[src/rtl/seg7_scan_ctrl_if.sv]
// Bus bundle for the seven-segment scan controller: display load inputs
// (driven by the master) and the static/multiplexed glyph outputs.
interface seg7_scan_ctrl_if #(
  parameter int DIGITS = 8
);
  logic                  load;
  logic [4*DIGITS-1:0]   value;
  logic [DIGITS-1:0]     en_mask;
  logic [DIGITS-1:0]     dp_mask;
  logic                  lz_blank;
  logic [8*DIGITS-1:0]   seg_all;
  logic [7:0]            seg;
  logic [DIGITS-1:0]     an;
  logic                  frame;

  modport master (
    output load, value, en_mask, dp_mask, lz_blank,
    input  seg_all, seg, an, frame
  );

  modport slave (
    input  load, value, en_mask, dp_mask, lz_blank,
    output seg_all, seg, an, frame
  );
endinterface

[src/rtl/seg7_scan_ctrl.sv]
// Multi-digit hex seven-segment controller. Glyphs are active-low
// {a,b,c,d,e,f,g,dp}. Produces a registered static per-digit segment bus and
// a time-multiplexed scan (shared segments + active-low one-hot anodes) with
// a one-cycle blank gap between digit slots.
module seg7_scan_ctrl #(
  parameter int DIGITS   = 8,
  parameter int SCAN_DIV = 1000
) (
  input  logic            clk,
  input  logic            rst_n,
  seg7_scan_ctrl_if.slave bus
);

  localparam int IDX_W = (DIGITS > 1) ? $clog2(DIGITS) : 1;
  localparam int PSC_W = $clog2(SCAN_DIV);
  localparam logic [PSC_W-1:0] PSC_LAST = PSC_W'(SCAN_DIV - 1);
  localparam logic [IDX_W-1:0] IDX_LAST = IDX_W'(DIGITS - 1);

  logic [4*DIGITS-1:0] r_value;
  logic [DIGITS-1:0]   r_en;
  logic [DIGITS-1:0]   r_dp;
  logic                r_lz;
  logic [PSC_W-1:0]    r_psc;
  logic [IDX_W-1:0]    r_idx;
  logic [8*DIGITS-1:0] r_seg_all;
  logic [7:0]          r_seg;
  logic [DIGITS-1:0]   r_an;
  logic                r_frame;
  logic [8*DIGITS-1:0] w_glyph;

  function automatic logic [7:0] hex_glyph(input logic [3:0] n);
    case (n)
      4'h0: hex_glyph = 8'h03;
      4'h1: hex_glyph = 8'h9F;
      4'h2: hex_glyph = 8'h25;
      4'h3: hex_glyph = 8'h0D;
      4'h4: hex_glyph = 8'h99;
      4'h5: hex_glyph = 8'h49;
      4'h6: hex_glyph = 8'h41;
      4'h7: hex_glyph = 8'h1F;
      4'h8: hex_glyph = 8'h01;
      4'h9: hex_glyph = 8'h09;
      4'hA: hex_glyph = 8'h11;
      4'hB: hex_glyph = 8'hC1;
      4'hC: hex_glyph = 8'h63;
      4'hD: hex_glyph = 8'h85;
      4'hE: hex_glyph = 8'h61;
      default: hex_glyph = 8'h71;
    endcase
  endfunction

  // Capture the display registers on load.
  always_ff @(posedge clk) begin
    if (!rst_n) begin
      r_value <= '0;
      r_en    <= '0;
      r_dp    <= '0;
      r_lz    <= 1'b0;
    end else if (bus.load) begin
      r_value <= bus.value;
      r_en    <= bus.en_mask;
      r_dp    <= bus.dp_mask;
      r_lz    <= bus.lz_blank;
    end
  end

  // Per-digit glyphs; walks from the top digit down so w_run tracks whether
  // every nibble from the top through the current digit is zero.
  always_comb begin : glyph_gen
    logic        w_run;
    logic [3:0]  w_nib;
    logic [7:0]  w_g;
    int unsigned i;
    w_glyph = '1;
    w_run   = 1'b1;
    w_nib   = '0;
    w_g     = '1;
    i       = 0;
    for (int unsigned k = 0; k < DIGITS; k++) begin
      i     = DIGITS - 1 - k;
      w_nib = r_value[4*i +: 4];
      w_run = w_run & (w_nib == 4'h0);
      w_g   = (r_lz && (i != 0) && w_run) ? 8'hFF : hex_glyph(w_nib);
      if (r_dp[i]) w_g[0] = 1'b0;
      if (!r_en[i]) w_g = '1;
      w_glyph[8*i +: 8] = w_g;
    end
  end

  // Static output: every digit registered each cycle, no multiplex gap.
  always_ff @(posedge clk) begin
    if (!rst_n) r_seg_all <= '1;
    else        r_seg_all <= w_glyph;
  end

  // Scan engine: prescaler slots, anode select with anti-ghost gap, frame pulse.
  always_ff @(posedge clk) begin
    if (!rst_n) begin
      r_psc   <= '0;
      r_idx   <= '0;
      r_an    <= '1;
      r_seg   <= '1;
      r_frame <= 1'b0;
    end else begin
      r_frame <= 1'b0;
      r_seg   <= w_glyph[8*r_idx +: 8];
      if (r_psc == PSC_LAST) begin
        r_psc   <= '0;
        r_an    <= '1;
        r_idx   <= (r_idx == IDX_LAST) ? '0 : r_idx + 1'b1;
        r_frame <= (r_idx == IDX_LAST);
      end else begin
        r_psc <= r_psc + 1'b1;
        if (r_psc == '0) r_an <= ~(DIGITS'(1) << r_idx);
      end
    end
  end

  assign bus.seg_all = r_seg_all;
  assign bus.seg     = r_seg;
  assign bus.an      = r_an;
  assign bus.frame   = r_frame;

endmodule
[src/flat_wrapper.sv]
// flat-port wrapper written by rule: the top's interface ports become plain ports
module seg7_scan_ctrl_flat 
#(
  parameter int DIGITS   = 8,
  parameter int SCAN_DIV = 1000
)
  (clk, rst_n, bus_load, bus_value, bus_en_mask, bus_dp_mask, bus_lz_blank, bus_seg_all, bus_seg, bus_an, bus_frame);
  seg7_scan_ctrl_if #(.DIGITS(DIGITS)) bus_i ();
  input  logic clk;
  input  logic rst_n;
  input wire logic [$bits(bus_i.load)-1:0] bus_load;
  input wire logic [$bits(bus_i.value)-1:0] bus_value;
  input wire logic [$bits(bus_i.en_mask)-1:0] bus_en_mask;
  input wire logic [$bits(bus_i.dp_mask)-1:0] bus_dp_mask;
  input wire logic [$bits(bus_i.lz_blank)-1:0] bus_lz_blank;
  output wire logic [$bits(bus_i.seg_all)-1:0] bus_seg_all;
  output wire logic [$bits(bus_i.seg)-1:0] bus_seg;
  output wire logic [$bits(bus_i.an)-1:0] bus_an;
  output wire logic [$bits(bus_i.frame)-1:0] bus_frame;
  assign bus_i.load = bus_load;
  assign bus_i.value = bus_value;
  assign bus_i.en_mask = bus_en_mask;
  assign bus_i.dp_mask = bus_dp_mask;
  assign bus_i.lz_blank = bus_lz_blank;
  assign bus_seg_all = bus_i.seg_all;
  assign bus_seg = bus_i.seg;
  assign bus_an = bus_i.an;
  assign bus_frame = bus_i.frame;
  seg7_scan_ctrl #(.DIGITS(DIGITS), .SCAN_DIV(SCAN_DIV)) u_core (.clk(clk), .rst_n(rst_n), .bus(bus_i));
endmodule
[config.mk]
export PLATFORM = sky130hd
export DESIGN_NAME = seg7_scan_ctrl_flat
export DESIGN_NICKNAME = d
export VERILOG_FILES = /design/src/rtl/seg7_scan_ctrl_if.sv /design/src/rtl/seg7_scan_ctrl.sv /design/src/flat_wrapper.sv
export SDC_FILE = /design/constraint.sdc
export NUM_CORES = 1
export LEC_CHECK = 0
export BUFFER_PORTS_ARGS = -buffer_cell sky130_fd_sc_hd__buf_2
export CAP_MARGIN = 10
export CELL_PAD_IN_SITES_DETAIL_PLACEMENT = 2
export CELL_PAD_IN_SITES_GLOBAL_PLACEMENT = 2
export CORE_MARGIN = 5
export CORE_UTILIZATION = 27
export CTS_CLUSTER_SIZE = 14
export DETAILED_ROUTE_END_ITERATION = 10
export GPL_ROUTABILITY_DRIVEN = 0
export HOLD_SLACK_MARGIN = 0.08
export PLACE_DENSITY_LB_ADDON = 0.1
export SKIP_CTS_REPAIR_TIMING = 1
export SLEW_MARGIN = 20
export SYNTH_ARGS = -nofsm -noshare
export SYNTH_HDL_FRONTEND = slang
export SYNTH_SLANG_ARGS = --single-unit
[constraint.sdc]
create_clock -name clk -period 2.1 [get_ports clk]
set_input_delay 0.21 -clock clk [delete_from_list [all_inputs] [get_ports clk]]
set_output_delay 0.21 -clock clk [all_outputs]
set_load 0.02 [all_outputs]
# Yosys cells after proc, flatten, opt, wreduce, memory -nomap -nowiden
# Memories as Yosys holds them, arrays and structs flattened. A register that Yosys moved wholly into a read port is not among the register bits.
# Cells that the tools add are included.
[word_totals]
ff_bits = 143
romBits = 896
out_inout_bits = 81
memories = 8
[op_classes]
add_sub_neg = 2
n_eq_ne = 2
shifts = 2
n_mux = 40
bitwise = 8
reduce_logical = 17
[mem_list]
columns = ["memory", "depth", "word_bits", "read_ports", "rd_ports_with_merged_regs", "wr", "line", "source"]
rows = [
  ["(name not given)", 16, 7, 1, 1, 0, "seg7_scan_ctrl.sv:32", "case (n)"],
  ["(name not given)", 16, 7, 1, 1, 0, "seg7_scan_ctrl.sv:32", ""],
  ["(name not given)", 16, 7, 1, 1, 0, "seg7_scan_ctrl.sv:32", ""],
  ["(name not given)", 16, 7, 1, 1, 0, "seg7_scan_ctrl.sv:32", ""],
  ["(name not given)", 16, 7, 1, 1, 0, "seg7_scan_ctrl.sv:32", ""],
  ["(name not given)", 16, 7, 1, 1, 0, "seg7_scan_ctrl.sv:32", ""],
  ["+2 memories", "n/a", "n/a", "n/a", "n/a", "n/a", "n/a", ""],
]
[ops]
columns = ["operator", "count"]
rows = [
  ["$mux 8", 15],
  ["$mux 4", 16],
  ["$shiftx 64x7->8", 1],
  ["$logic_not 4->1", 7],
  ["$add 10x1->10 const B", 1],
  ["$eq 10x10->1 const B", 1],
  ["$logic_not 10->1", 1],
  ["$mux 1", 8],
  ["$not 8->8", 1],
  ["$shl 1x3->8 const A", 1],
  ["$logic_and 1x1->1", 7],
  ["$and 1x1->1", 6],
  ["$add 3x1->3 const B", 1],
  ["$eq 3x3->1 const B", 1],
  ["$mux 3", 1],
  ["$reduce_and 2->1", 1],
  ["$reduce_or 2->1", 1],
  ["$not 1->1", 1],
]

# Logic depth before layout (Yosys ltp)
[logic_depth]
depth_word = 12
mapped_depth = 10

# Worst setup path after synthesis
# OpenSTA, ideal clock, no wires.
[synth_timing]
kind = "input-to-reg"
from = "input port bus_load"
to = "register with a tool-made name"
setup_time_ns = 0.123
t_arrival_ns = 1.950
required_time_ns = 1.977
slack_ns = 0.026
cell_stages = 10
n_path_buf = 3
path_cell_list = "clkbuf_1 buf_2 buf_2 mux2i_1 nor2b_1 inv_1 ha_1 nor2_1 a211oi_1 a31oi_1"
[synth_lines]
columns = ["item", "line", "source"]
rows = [
  ["from (decl)", "flat_wrapper.sv:11", "input wire logic [$bits(bus_i.load)-1:0] bus_load;"],
]

# Worst setup path in the final report
[layout_timing]
from = "register u_core.r_value[24]"
to = "register u_core.r_seg[5] (netlist: u_core.bus.seg[5])"
[layout_via]
elab_chain_cells = 11
[layout_lines]
columns = ["item", "line", "source"]
rows = [
  ["from (decl)", "seg7_scan_ctrl.sv:19", "logic [4*DIGITS-1:0] r_value;"],
  ["from (signal assigned)", "seg7_scan_ctrl.sv:60", "r_value <= bus.value;"],
  ["$logic_not 4->1 (*)", "seg7_scan_ctrl.sv:82", "w_run = w_run & (w_nib == 4'h0);"],
  ["$and 1x1->1 (*)", "seg7_scan_ctrl.sv:82", ""],
  ["$and 1x1->1 (5 in a row)", "seg7_scan_ctrl.sv:82", ""],
  ["$logic_and 1x1->1", "seg7_scan_ctrl.sv:83", "w_g = (r_lz && (i != 0) && w_run) ? 8'hFF : hex_glyph(w_nib);"],
  ["$mux 8", "seg7_scan_ctrl.sv:83", ""],
  ["$mux 8", "seg7_scan_ctrl.sv:85", "if (!r_en[i]) w_g = '1;"],
  ["$shiftx 64x7->8 (*)", "seg7_scan_ctrl.sv:106", "r_seg <= w_glyph[8*r_idx +: 8];"],
  ["to (signal assigned)", "seg7_scan_ctrl.sv:106", ""],
  ["to (decl)", "seg7_scan_ctrl.sv:26", "logic [7:0] r_seg;"],
]
# Mark *: on every way between the ends. The rest lies on a longest branch, timed or not.
# A chain may end at the register's enable or synchronous reset.

==> key figures <==
Status
  • Outcome: finished, final reports clean

Cells and area
  • N_diodes: 0
  • Area delta synth->final: 26.9%
  • Area of the multi-input gates: 4030 µm²
  • Commonest non-fill, non-tap cell in the layout: dfxtp_1
  • Commonest non-fill, non-tap cells in the layout: dfxtp_1 (199), buf_2 (132), nand2_1 (83)
  • Nets: about 1200
  • Filler instances: 3419
  • Storage cell area: 3980 µm²
  • Layout cells sized above 1: between 20% and 30%

Worst setup path
  • Reg2reg path depth: 7
  • Worst R2R Setup Slack: 0.10 ns
  • Worst R2R Start: u_core.r_value[24]
  • Crit Path Class: reg -> reg
  • Crit-path max cell delay: 0.34 ns
  • Crit path buf inv count: 2
  • CP Launch Type: flop
  • Endpoint type of the worst setup path: flop
  • CP cell instances: nor4_2, buf_4, and4_1, buf_12, a31o_2, o221ai_1, a31oi_1
  • Reg2Reg Capture Point: u_core.bus.seg[5]
  • Critical Path RT: between 2 and 2.5 ns
  • Worst Path Max Fanout: 17
  • Critical path arrival: 2.36 ns
  • Top delay family on crit path: compound AO/OA/AOI/OAI gates
  • Slowest CP cell: nor4_2

STA
  • Slew Viols, Final: 0
  • Final Hold Vio Count: 0
  • Setup Skew: 0.0138 ns
  • Unrepaired setup endpoints after global routing: no
  • TNS Setup: 0 ns
  • Rel. slew slack: between 50% and 60%
  • Final period util: between 90 and 100%
  • Final setup fails: 0
  • Worst Tran Pin Value: 0.638 ns
  • Final min period: between 1.5 and 2 ns
  • Max Freq: 501 MHz

Floorplan
  • Core area: 30500 µm²
  • I/O pins: 133
  • Chip height: 186 µm
  • Starting Density: a little over a quarter
  • Die W: 186 µm
  • Die area: 34500 µm²
  • FP Rows: 64

Synthesis
  • Top cells by area, synth: dfxtp_1 (48%), ha_1 (8.4%), mux2i_1 (4.8%)
  • Async set-reset flop share out of synthesis: 0%
  • Post-synthesis register bit count: 199
  • Ys Warns: 0
  • Mapped cell area: 8330 µm²
  • Top FF cell, synth: dfxtp_1
  • Area share of the largest cell type after synthesis: 47.8%
  • Synthesized instance count: 850
  • Register area share after synthesis: between 40 and 50%
  • Avg Cell Area, Syn: 9.80 µm²
  • Netlist cell types: 48
  • EDFF count, synth: 0
  • Largest area contributor in the netlist: dfxtp_1
  • Synthesized Nets: 958

Global routing
  • First-pass GRT wire length: ~41000 µm
  • Vias in the first global route: between 7000 and 8000
  • GRT Resource Usage Total: around 15%
  • Initial antenna violation count: 0
  • Total grt overflow: 0
  • Largest net degree at the start of global routing: 24

Route
  • Vias: 6664
  • Post-Route WL: 26500 µm
  • Post-DR wirelength/cell: 18.2 µm
  • Routed Antenna Nets: 0
  • DR iter-0 viols: ~240
  • DRC errors left: 0
  • Vias per cell: 4.57
  • First-pass DRT Iterations: 4

Hold path
  • Min-Delay Startpoint: bus_en_mask[4]
  • Hold path cells: 3
  • HP Class: in -> reg
  • Hold path endpoint: u_core.r_en[4]

Clocking
  • CTS tree: done
  • Clock Latency Late Sink: between 0.4 and 0.5 ns
  • Reg clk slew, reported paths: 0.08 ns
  • CTS H-tree lvls: 4
  • TritonCTS buffer count: 17
  • CTS Buffer Depth: 2
  • Sink Count: 199
  • Clock Tree Root: clkbuf_16

Placement
  • DP HPWL: 20800 µm
  • I/O Buffers: 132

Power
  • P_int: 6.05 mW
  • Comb pwr share: 12.1%
  • Total Power: between 8 and 9 mW
  • Sw frac: 28.4%
  • Peak supply drop: a little over 500 µV
  • Sw Pwr: 2.40 mW
  • Static leakage: 4.58 nW
  • Clk pwr share: 38.9%
  • Seq pwr share: 49.0%
  • Pwr dens: 799 nW/µm²

Run
  • MaxCap Viol Count: 0
## power by group through the flow
stage                     clock network [mW]  logic (mW)  registers [mW]
after CTS                               3.40        1.02            4.15
final                                   3.28        1.02            4.14
after floorplan                            0       0.563            4.23
after global placement                     0        1.00            4.24
after detailed placement                   0        1.01            4.24
after global routing                    3.56        1.14            4.17
## metal layers
| layer | track usage, % | vias up | share of wire, % |
|---|---|---|---|
| met5 | 0 | - | 0 |
| met4 | 3.76 | 0 | 1.4 |
| met3 | 3.24 | 21 | 3.7 |
| met2 | 27.1 | 105 | 49 |
| met1 | 19.5 | 3189 | 46 |
| li1 | - | 3349 | - |
## tightest hold or removal path: stages
cell     delay [ns]
buf_2          0.09
mux2i_1        0.06
nor2b_1        0.09
## logic make-up (layout without fill, tap and decap cells)
logic type      Yosys count  after routing  share of synthesized area, %
compound gates          158            158                          13.8
xor+xnor                  8              8                         0.841
fa+ha+maj                56             56                          8.41
buf+inv                  80            291                          3.83
flops                   199            199                          47.8
mux                      64             64                          8.05
simple gates            285            285                          17.2
## per-stage QoR
stage | worst slack, ns | utilization (%) | hold WS (ns) | cells | cell area (µm²)
6_report | 0.104 | 34.7 | 0.0552 | 1457 | 10600
5_1_grt | 0.00296 | 34.7 | 0.0757 | 1457 | 10600
2_1_floorplan | 0.0263 | - | 0.380 | 850 | 8330
3_5_place_dp | 0.120 | 32.2 | 0.417 | 1407 | 9820
4_1_cts | 0.0987 | 34.1 | 0.0153 | 1439 | 10400
3_3_place_gp | 0.138 | 32.2 | 0.416 | 1407 | 9820
## synthesized netlist by cell type (7+ instances only)
library cell / count
a211oi_1: 17
mux2_1: 12
nand3_1: 15
nand2b_1: 22
a22oi_1: 8
a31oi_1: 17
nor2_1: 56
o221ai_1: 14
or2_2: 14
mux2i_1: 40
nor2b_1: 37
nor3_1: 10
o2bb2ai_1: 8
mux2_2: 12
a22o_1: 24
clkbuf_1: 15
inv_2: 24
inv_1: 31
nand2_1: 83
o31ai_1: 15
or2_1: 21
dfxtp_1: 199
ha_1: 56
o21ai_1: 31
o311a_1: 7
## layout make-up
cell class | count | share of cell area (%)
Clock inverter | 14 | 1.25
Timing Repair Buffer | 204 | 12.1
Clock buffer | 18 | 4.15
Tap cell | 396 | 4.69
Inverter | 55 | 1.95
Sequential cell | 199 | 37.7
Multi-Input combinational cell | 571 | 38.1
## how the worst max path moves through the flow
stage	startpoint	end	slack, ns	cells past startpoint
after floorplan	bus_load	flop	0.03	10
after global routing	u_core.r_value[31]	u_core.bus.seg[5]	0.003	6
after detailed placement	bus_load	flop	0.12	9
after CTS	u_core.r_value[24]	u_core.bus.seg[5]	0.1	7
final	u_core.r_value[24]	u_core.bus.seg[5]	0.10	7
after global placement	u_core.r_value[24]	u_core.bus.seg[7]	0.14	7
No activity file was read; power rests on OpenSTA's default activity.
